`config.mk`:
```
export PLATFORM = sky130hd
export DESIGN_NAME = spi_host_regs_flat
export DESIGN_NICKNAME = d
export VERILOG_FILES = /design/src/rtl/spi_host_regs_if.sv /design/src/rtl/spi_host_regs.sv /design/src/flat_wrapper.sv
export SDC_FILE = /design/constraint.sdc
export NUM_CORES = 1
export LEC_CHECK = 0
export BUFFER_PORTS_ARGS = -buffer_cell sky130_fd_sc_hd__buf_2
export CAP_MARGIN = 5
export CORE_ASPECT_RATIO = 1.2
export CORE_MARGIN = 2
export CORE_UTILIZATION = 45
export DETAILED_ROUTE_END_ITERATION = 8
export GPL_ROUTABILITY_DRIVEN = 1
export GPL_TIMING_DRIVEN = 0
export PLACE_DENSITY = 0.65
export SETUP_SLACK_MARGIN = 0.5
export SLEW_MARGIN = 20
export SYNTH_ARGS = -nofsm -noshare
export SYNTH_HDL_FRONTEND = slang
export SYNTH_SLANG_ARGS = --single-unit
```
`constraint.sdc`:
```
create_clock -name clk -period 2.7 [get_ports clk]
set_input_delay 0.135 -clock clk [delete_from_list [all_inputs] [get_ports clk]]
set_output_delay 0.135 -clock clk [all_outputs]
set_load 0.005 [all_outputs]
```
`src/rtl/spi_host_regs_if.sv`:
```
// Request/response port of spi_host_regs: one single-register SPI read or write per request.
interface spi_host_regs_if;
    logic       req_valid;
    logic       req_ready;
    logic       req_write;
    logic [6:0] req_addr;
    logic [7:0] req_wdata;
    logic       rsp_valid;
    logic [7:0] rsp_rdata;

    // Requester side
    modport master (
        output req_valid, req_write, req_addr, req_wdata,
        input  req_ready, rsp_valid, rsp_rdata
    );

    // SPI host side
    modport slave (
        input  req_valid, req_write, req_addr, req_wdata,
        output req_ready, rsp_valid, rsp_rdata
    );
endinterface

```
`src/rtl/spi_host_regs.sv`:
```
// SPI initiator (mode 0) for single-register access to the board register controller.
// Each request is a command frame {~write, addr} followed by a data frame (wdata or 0x00),
// separated by a chip-select-high gap; the byte shifted in during the data frame is returned.
// Optional feature macro SPI_HOST_LOOPBACK_EN: receive shifter samples the internal mosi
// instead of the miso pin; pin behaviour is unchanged.
module spi_host_regs #(
    parameter int unsigned CLK_DIV    = 2,
    parameter int unsigned GAP_CYCLES = 4
) (
    input  logic            clk,
    input  logic            rst,
    spi_host_regs_if.slave  bus,
    output logic            sclk,
    output logic            cs_n,
    output logic            mosi,
    input  logic            miso
);
    localparam int unsigned CNT_MAX = (CLK_DIV > GAP_CYCLES) ? CLK_DIV : GAP_CYCLES;
    localparam int unsigned CNT_W   = (CNT_MAX > 1) ? $clog2(CNT_MAX) : 1;
    localparam int unsigned HP_W    = 4;

    typedef enum logic [2:0] {
        ST_IDLE,
        ST_SETUP,
        ST_SHIFT,
        ST_HOLD,
        ST_GAP,
        ST_DONE
    } state_t;

    state_t          state_q;
    logic            frame_q;
    logic [HP_W-1:0] hp_q;
    logic [CNT_W-1:0] div_q;
    logic [7:0]      tx_q;
    logic [7:0]      rx_q;
    logic            wr_q;
    logic [7:0]      wdata_q;
    logic            req_ready_q;
    logic            rsp_valid_q;
    logic [7:0]      rsp_rdata_q;
    logic            sclk_q;
    logic            cs_n_q;
    logic            mosi_q;

    logic            rx_bit;
    logic            div_last;
    logic            gap_last;

`ifdef SPI_HOST_LOOPBACK_EN
    // Loopback: receive what we transmit; the pin is intentionally left unobserved
    logic unused_miso;
    assign unused_miso = miso;
    assign rx_bit      = mosi_q;
`else
    assign rx_bit      = miso;
`endif

    assign div_last = (div_q == CNT_W'(CLK_DIV - 1));
    assign gap_last = (div_q == CNT_W'(GAP_CYCLES - 1));

    assign bus.req_ready = req_ready_q;
    assign bus.rsp_valid = rsp_valid_q;
    assign bus.rsp_rdata = rsp_rdata_q;
    assign sclk          = sclk_q;
    assign cs_n          = cs_n_q;
    assign mosi          = mosi_q;

    // Transaction FSM with all pin and handshake outputs registered
    always_ff @(posedge clk) begin
        if (!rst) begin
            state_q     <= ST_IDLE;
            frame_q     <= 1'b0;
            hp_q        <= '0;
            div_q       <= '0;
            tx_q        <= 8'h00;
            rx_q        <= 8'h00;
            wr_q        <= 1'b0;
            wdata_q     <= 8'h00;
            req_ready_q <= 1'b1;
            rsp_valid_q <= 1'b0;
            rsp_rdata_q <= 8'h00;
            sclk_q      <= 1'b0;
            cs_n_q      <= 1'b1;
            mosi_q      <= 1'b0;
        end else begin
            rsp_valid_q <= 1'b0;
            case (state_q)
                ST_IDLE: begin
                    if (bus.req_valid && req_ready_q) begin
                        wr_q        <= bus.req_write;
                        wdata_q     <= bus.req_wdata;
                        tx_q        <= {~bus.req_write, bus.req_addr};
                        mosi_q      <= ~bus.req_write;
                        cs_n_q      <= 1'b0;
                        sclk_q      <= 1'b0;
                        frame_q     <= 1'b0;
                        div_q       <= '0;
                        hp_q        <= '0;
                        req_ready_q <= 1'b0;
                        state_q     <= ST_SETUP;
                    end
                end
                ST_SETUP: begin
                    if (div_last) begin
                        div_q   <= '0;
                        hp_q    <= '0;
                        state_q <= ST_SHIFT;
                    end else begin
                        div_q <= div_q + CNT_W'(1);
                    end
                end
                ST_SHIFT: begin
                    if (div_last) begin
                        div_q  <= '0;
                        sclk_q <= ~sclk_q;
                        if (!sclk_q) begin
                            rx_q <= {rx_q[6:0], rx_bit};
                        end else if (hp_q != HP_W'(15)) begin
                            mosi_q <= tx_q[6];
                            tx_q   <= {tx_q[6:0], 1'b0};
                        end
                        if (hp_q == HP_W'(15)) begin
                            state_q <= ST_HOLD;
                        end
                        hp_q <= hp_q + HP_W'(1);
                    end else begin
                        div_q <= div_q + CNT_W'(1);
                    end
                end
                ST_HOLD: begin
                    if (div_last) begin
                        div_q   <= '0;
                        cs_n_q  <= 1'b1;
                        mosi_q  <= 1'b0;
                        state_q <= frame_q ? ST_DONE : ST_GAP;
                    end else begin
                        div_q <= div_q + CNT_W'(1);
                    end
                end
                ST_GAP: begin
                    if (gap_last) begin
                        div_q   <= '0;
                        frame_q <= 1'b1;
                        tx_q    <= wr_q ? wdata_q : 8'h00;
                        mosi_q  <= wr_q & wdata_q[7];
                        cs_n_q  <= 1'b0;
                        state_q <= ST_SETUP;
                    end else begin
                        div_q <= div_q + CNT_W'(1);
                    end
                end
                ST_DONE: begin
                    rsp_valid_q <= 1'b1;
                    rsp_rdata_q <= rx_q;
                    req_ready_q <= 1'b1;
                    state_q     <= ST_IDLE;
                end
                default: begin
                    state_q <= ST_IDLE;
                end
            endcase
        end
    end
endmodule
```
`src/flat_wrapper.sv`:
```
// flat-port wrapper written by rule: the top's interface ports become plain ports
module spi_host_regs_flat 
#(
    parameter int unsigned CLK_DIV    = 2,
    parameter int unsigned GAP_CYCLES = 4
)
  (clk, rst, sclk, cs_n, mosi, miso, bus_req_valid, bus_req_write, bus_req_addr, bus_req_wdata, bus_req_ready, bus_rsp_valid, bus_rsp_rdata);
  spi_host_regs_if bus_i ();
  input  logic clk;
  input  logic rst;
  output logic sclk;
  output logic cs_n;
  output logic mosi;
  input  logic miso;
  input wire logic [$bits(bus_i.req_valid)-1:0] bus_req_valid;
  input wire logic [$bits(bus_i.req_write)-1:0] bus_req_write;
  input wire logic [$bits(bus_i.req_addr)-1:0] bus_req_addr;
  input wire logic [$bits(bus_i.req_wdata)-1:0] bus_req_wdata;
  output wire logic [$bits(bus_i.req_ready)-1:0] bus_req_ready;
  output wire logic [$bits(bus_i.rsp_valid)-1:0] bus_rsp_valid;
  output wire logic [$bits(bus_i.rsp_rdata)-1:0] bus_rsp_rdata;
  assign bus_i.req_valid = bus_req_valid;
  assign bus_i.req_write = bus_req_write;
  assign bus_i.req_addr = bus_req_addr;
  assign bus_i.req_wdata = bus_req_wdata;
  assign bus_req_ready = bus_i.req_ready;
  assign bus_rsp_valid = bus_i.rsp_valid;
  assign bus_rsp_rdata = bus_i.rsp_rdata;
  spi_host_regs #(.CLK_DIV(CLK_DIV), .GAP_CYCLES(GAP_CYCLES)) u_core (.clk(clk), .rst(rst), .bus(bus_i), .sclk(sclk), .cs_n(cs_n), .mosi(mosi), .miso(miso));
endmodule
```
Word level (Yosys, flattened, before mapping):

Cells that the tools add are included.

* register bits: 47
* input bits: 20
* output and inout port bits: 13

* add/subtract/negate cells: 2
* equal/unequal tests: 17
* multiplexer cells: 40
* bitwise operators: 3
* reductions and logical operators: 22

Operator list (number)
* 7-bit 2-to-1 mux: 6
* 7-bit case mux with 3 select lines: 1
* 3-bit 2-to-1 mux: 6
* 2-bit by 1-bit != test with 1-bit output, second input constant: 8
* 3-bit case mux with 5 select lines: 1
* 1-bit 2-to-1 mux: 13
* 4-bit 2-to-1 mux: 3
* 4-bit case mux with 3 select lines: 1
* 6-bit AND reduction: 2
* 3-bit nonzero test: 4
* 3-bit AND reduction: 3
* 4-bit AND reduction: 2
* 7-bit AND reduction: 1
* 3-bit by 2-bit == test with 1-bit output, second input constant: 2
* 3-bit == test, second input constant: 2
* 2-bit 2-to-1 mux: 3
* 1-bit case mux with 2 select lines: 3
* 2-bit case mux with 3 select lines: 1
* 2-bit AND reduction: 3
* 2-bit nonzero test: 3
* 4-bit by 1-bit adder with 4-bit output, second input constant: 1
* 4-bit == test, second input constant: 1
* 4-bit != test, second input constant: 1
* 1-bit case mux with 4 select lines: 1
* 11 further kinds: 12

Logic depth before layout (Yosys ltp):

* word-level depth: 5
* gate-level depth with buffers: 7

Least setup slack after synthesis:

No wires, ideal clock.

* path kind: register to register
* from: register u_core.div_q[0]
* to: register u_core.tx_q[1]
* library setup time: 0.116 ns
* data arrival time: 1.548 ns
* required time: 2.584 ns
* slack: 1.036 ns
* stages on the path, launching flop included: 8
* path buffers: 2
* path through: dfxtp_1 ha_1 nand2b_1 a32o_1 buf_2 and2_1 clkbuf_1 o211a_1

* word-level cells in the longest chain between the ends: 3
* elaborated cells on any way between the ends: 5
* those cells by class: 4 x eq/ne; 1 x reduce/logical

Ends and longest elaborated chain
* start: declaration: line spi_host_regs.sv:34 `logic [CNT_W-1:0] div_q;`
* start signal: assignment: line spi_host_regs.sv:110 `div_q <= div_q + CNT_W'(1);`
* start signal: assignment: line spi_host_regs.sv:128 `div_q <= div_q + CNT_W'(1);`
* start signal: assignment: line spi_host_regs.sv:138 `div_q <= div_q + CNT_W'(1);`
* 2-bit == test / 2-bit by 1-bit == test with 1-bit output (equally long branches): line spi_host_regs.sv:60, spi_host_regs.sv:59
* 2-bit by 1-bit != test with 1-bit output (no source line)
* 6-bit AND reduction (no source line) (*)
* end signal: assignment: line spi_host_regs.sv:93 `tx_q <= {~bus.req_write, bus.req_addr};`
* end signal: assignment: line spi_host_regs.sv:121 `tx_q <= {tx_q[6:0], 1'b0};`
* end signal: assignment: line spi_host_regs.sv:145 `tx_q <= wr_q ? wdata_q : 8'h00;`
* end: declaration: line spi_host_regs.sv:35 `logic [7:0] tx_q;`

Every way passes the cells marked *; elsewhere a longest branch is shown, timed or not.
A chain may end at the register's enable or synchronous reset.

Worst setup path after layout:

* from: register u_core.div_q[1]
* to: register u_core.tx_q[1]

Same word-level chain as after synthesis.

==> impl_metrics.py <==
metrics = {
    "cells_and_area": {
        "syn_to_final_growth_pct": 14.64,
        "drive_gt1_frac": 0.1821,
        "design_area_sq_mm": 0.002616,
        "fin_nets": 325,
        "instances_no_fill": 362,
        "nFillCells": 490,
        "num_antenna_cells": 0,
    },
    "routing": {
        "drt-vias-per-instance": 5.577,
        "num_vias": 2019,
        "ant_nets": 0,
        "wl_mm": 5.223,
        "drc": 0,
        "drtIter0Drc": 114,
        "drt_first_pass_iters": 4,
        "wl_per_cell_microns": 14.43,
    },
    "place": {
        "pre_cts_slack_ps": 799.2,
        "dp.cells": 354,
        "io_buffer_count": 32,
        "dpl-instance-area_sq_mm": 0.002517,
        "dp_hpwl_mm": 3.771,
        "gp_congestion": 0.8098,
    },
    "global_route": {
        "grt_pass1_wl_mm": 8.914,
        "grt_remaining_overflow": 0,
        "track_usage": 0.1988,
        "antenna_found_initial": 0,
        "grt_pass1_vias": 1880,
        "grt_max_degree": 16,
    },
    "sta": {
        "finalSetupViolCount": 0,
        "fin_tns_setup_ps": 0,
        "hold_viol_final": 0,
        "fin_crit_sh": 0.7058,
        "fmax_mhz": 524.8,
        "worst_pin_slew_ps": 500.4,
        "slew_viol_final": 0,
        "rsz0062_at_grt": "no",
        "slew_headroom": 0.6664,
        "period_needed_ps": 1906,
        "skew_ps": 9.683,
        "setup_slack_ps": 794.4,
    },
    "synth": {
        "async_reset_ff_frac": 0,
        "syn_avg_cell_area_sq_um": 8.711,
        "synth.distinct_cells": 49,
        "ys_ff_latch": 47,
        "synth-main-ff-cell": "dfxtp_1",
        "synth-seq-area-share": 0.4123,
        "syn_area_sq_mm": 0.002282,
        "yosys_warnings": 0,
        "synth_edf_count": 0,
        "postSynthNetCount": 286,
        "syn_inst": 262,
    },
    "setup_path": {
        "reg2reg_depth": 7,
        "worstPathArrival_ps": 2110,
        "timing.reg2reg.setup_slack_ps": 790,
        "cp_max_fo": 10,
        "cp-startpoint": "u_core.div_q[1]$_SDFFE_PN0P_",
        "crit_type": "reg2reg",
        "cp-end-kind": "flip-flop",
        "critPathLaunchType": "flip-flop",
        "worstPathRequired_ps": 2900,
        "setup.worst_path.end": "u_core.tx_q[1]$_SDFFE_PN0P_",
        "reg2reg_to": "u_core.tx_q[1]$_SDFFE_PN0P_",
        "r2r_start": "u_core.div_q[1]$_SDFFE_PN0P_",
    },
    "pwr": {
        "seqPwrFrac": 0.453,
        "switching_share": 0.3397,
        "clkPwrFrac": 0.248,
        "power.switching_uw": 625.8,
        "p_int_uw": 1216,
        "peakVddDrop_uv": 340.6,
        "pwr_density_cell_mw_per_mm2": 704.2,
        "leakage_uw": 0.001064,
        "pwr-share-comb": 0.299,
    },
    "floorplan": {
        "dieArea_sq_mm": 0.005660,
        "die_w_microns": 69.01,
        "io_pins": 33,
        "row_count": 28,
        "start_util": 0.4653,
        "core_area_sq_mm": 0.004905,
        "fp.dieH_microns": 82.01,
    },
    "clock_tree": {
        "cts_resized": 0,
        "postCtsHoldBufs": 0,
        "clkSinkCount": 47,
        "cts_setup_buffers": 0,
        "cts_tree": "yes",
        "clk_pin_slew_worst_paths_ps": 90,
        "clock_latency_ps": 310,
        "numCtsBuffers": 5,
        "cts-root-buf": "clkbuf_8",
        "cts.htree.levels": 2,
        "cts_buffer_depth": 2,
    },
    "run": {
        "drv_cap": 0,
    },
    "status": {
        "status": "complete, no violations",
    },
    "min_path": {
        "worstHoldPathType": "in2reg",
    },
}
==> kinds of logic after synthesis <==
kind of cell | after synthesis | synth area share
and+or+nand+nor | 103 | 0.2467
AOI/OAI and AO/OA | 62 | 0.1804
DFF | 47 | 0.4123
buffers and inverters | 26 | 0.05208
muxes | 18 | 0.07895
adders and majority gates | 4 | 0.02193
xor gates and xnor gates | 2 | 0.007677
==> worst max-delay path, stage by stage, from the launching register on <==
cell and delay, ps:
dfxtp_1 370, inv_1 70, ha_1 280, a211oi_2 300
nand2_2 190, and2_1 180, clkbuf_1 180, o211a_1 240
==> cells in the final DEF, fill, tap and decap left out, types with 2 or more instances in the layout <==
cell type	count
clkbuf_1	11
ha_1	4
clkbuf_8	6
nand3_1	11
nand3b_1	6
o211a_1	6
a211oi_1	2
dfxtp_1	47
and2_1	2
buf_2	40
nor2b_1	3
inv_1	4
a21o_1	7
a21oi_1	21
nand4b_1	7
or3_1	3
nand4_1	6
nor2_1	29
mux2i_1	18
nor3_1	4
o21ai_0	13
nand2b_1	4
nand2_1	19
==> final cells by class <==
class,count,area (sq um),share of cell area
timing repair buffer,32,160.2,0.06121
inverter,5,18.77,0.007174
sequential,47,940.9,0.3596
multi-input combinational,189,1222,0.4672
clock inverter,2,16.27,0.006217
clock buffer,6,82.58,0.03156
buffer,21,100.1,0.03826
tap,60,75.07,0.02869
==> registers in the layout, summed over array words and instances (netlist names) <==
signal and count:
u_core.mosi 1, u_core.wdata_q 8, u_core.bus.rsp_rdata 8, u_core.rx_q 8
u_core.bus.req_ready 1, u_core.cs_n 1, u_core.wr_q 1, u_core.state_q 3
u_core.tx_q 7, u_core.div_q 2, u_core.sclk 1, u_core.bus.rsp_valid 1
u_core.hp_q 4, u_core.frame_q 1
==> layer usage <==
layer  GRT usage  wire length (microns)  up-vias
met5           0                      0        -
met2      0.3625                   2709       38
li1            -                      -     1019
met1      0.2365                   2278      954
met4     0.06275                     68        0
met3     0.04049                    166        8
==> power groups by stage <==
stage                     registers [uW]  logic [uW]  clock network (uW)
after detailed placement             852         553                   0
after CTS                            835         555                 473
final                                835         550                 457
after global routing                 848         618                 501
after floorplan                      838         421                   0
after global placement               850         550                   0
==> Yosys cell counts, types with 2 or more instances <==
| library cell | number | area (sq um) |
|---|---|---|
| nand4b_1 | 7 | 61.31 |
| nor2b_1 | 3 | 18.77 |
| nand3b_1 | 6 | 45.04 |
| o211a_1 | 6 | 60.06 |
| and2_1 | 2 | 12.51 |
| nand3_1 | 11 | 55.05 |
| inv_1 | 4 | 15.01 |
| nand4_1 | 6 | 37.54 |
| a21oi_1 | 21 | 105.1 |
| or3_1 | 3 | 18.77 |
| nand2b_1 | 4 | 25.02 |
| a211oi_1 | 2 | 15.01 |
| mux2i_1 | 18 | 180.2 |
| nor3_1 | 4 | 20.02 |
| dfxtp_1 | 47 | 940.9 |
| buf_2 | 8 | 40.04 |
| ha_1 | 4 | 50.05 |
| o21ai_0 | 13 | 65.06 |
| clkbuf_1 | 11 | 41.29 |
| nand2_1 | 19 | 71.32 |
| a21o_1 | 7 | 52.55 |
| nor2_1 | 29 | 108.9 |
==> how the worst min path moves through the flow <==
stage,from,cells past startpoint,slack [ps],endpoint
floorplan,bus_req_wdata[6],2,280,u_core.wdata_q[6]$_SDFFE_PN0P_
global placement,bus_req_wdata[0],3,370,u_core.wdata_q[0]$_SDFFE_PN0P_
detailed placement,bus_req_wdata[0],3,380,u_core.wdata_q[0]$_SDFFE_PN0P_
CTS,bus_req_wdata[0],3,50,u_core.wdata_q[0]$_SDFFE_PN0P_
global route,bus_req_wdata[7],3,80,u_core.wdata_q[7]$_SDFFE_PN0P_
finish,bus_req_wdata[0],3,70,u_core.wdata_q[0]$_SDFFE_PN0P_
==> per-stage QoR <==
stage          total power [uW]  utilization  hold WS, ps
2_1_floorplan              1259            -        281.8
3_3_place_gp               1400       0.5133        368.1
3_5_place_dp               1405       0.5133        375.6
4_1_cts                    1864       0.5334        54.01
5_1_grt                    1968       0.5334        76.87
6_report                   1842       0.5334        65.07
Note: power is estimated with default switching activity, not from simulation.
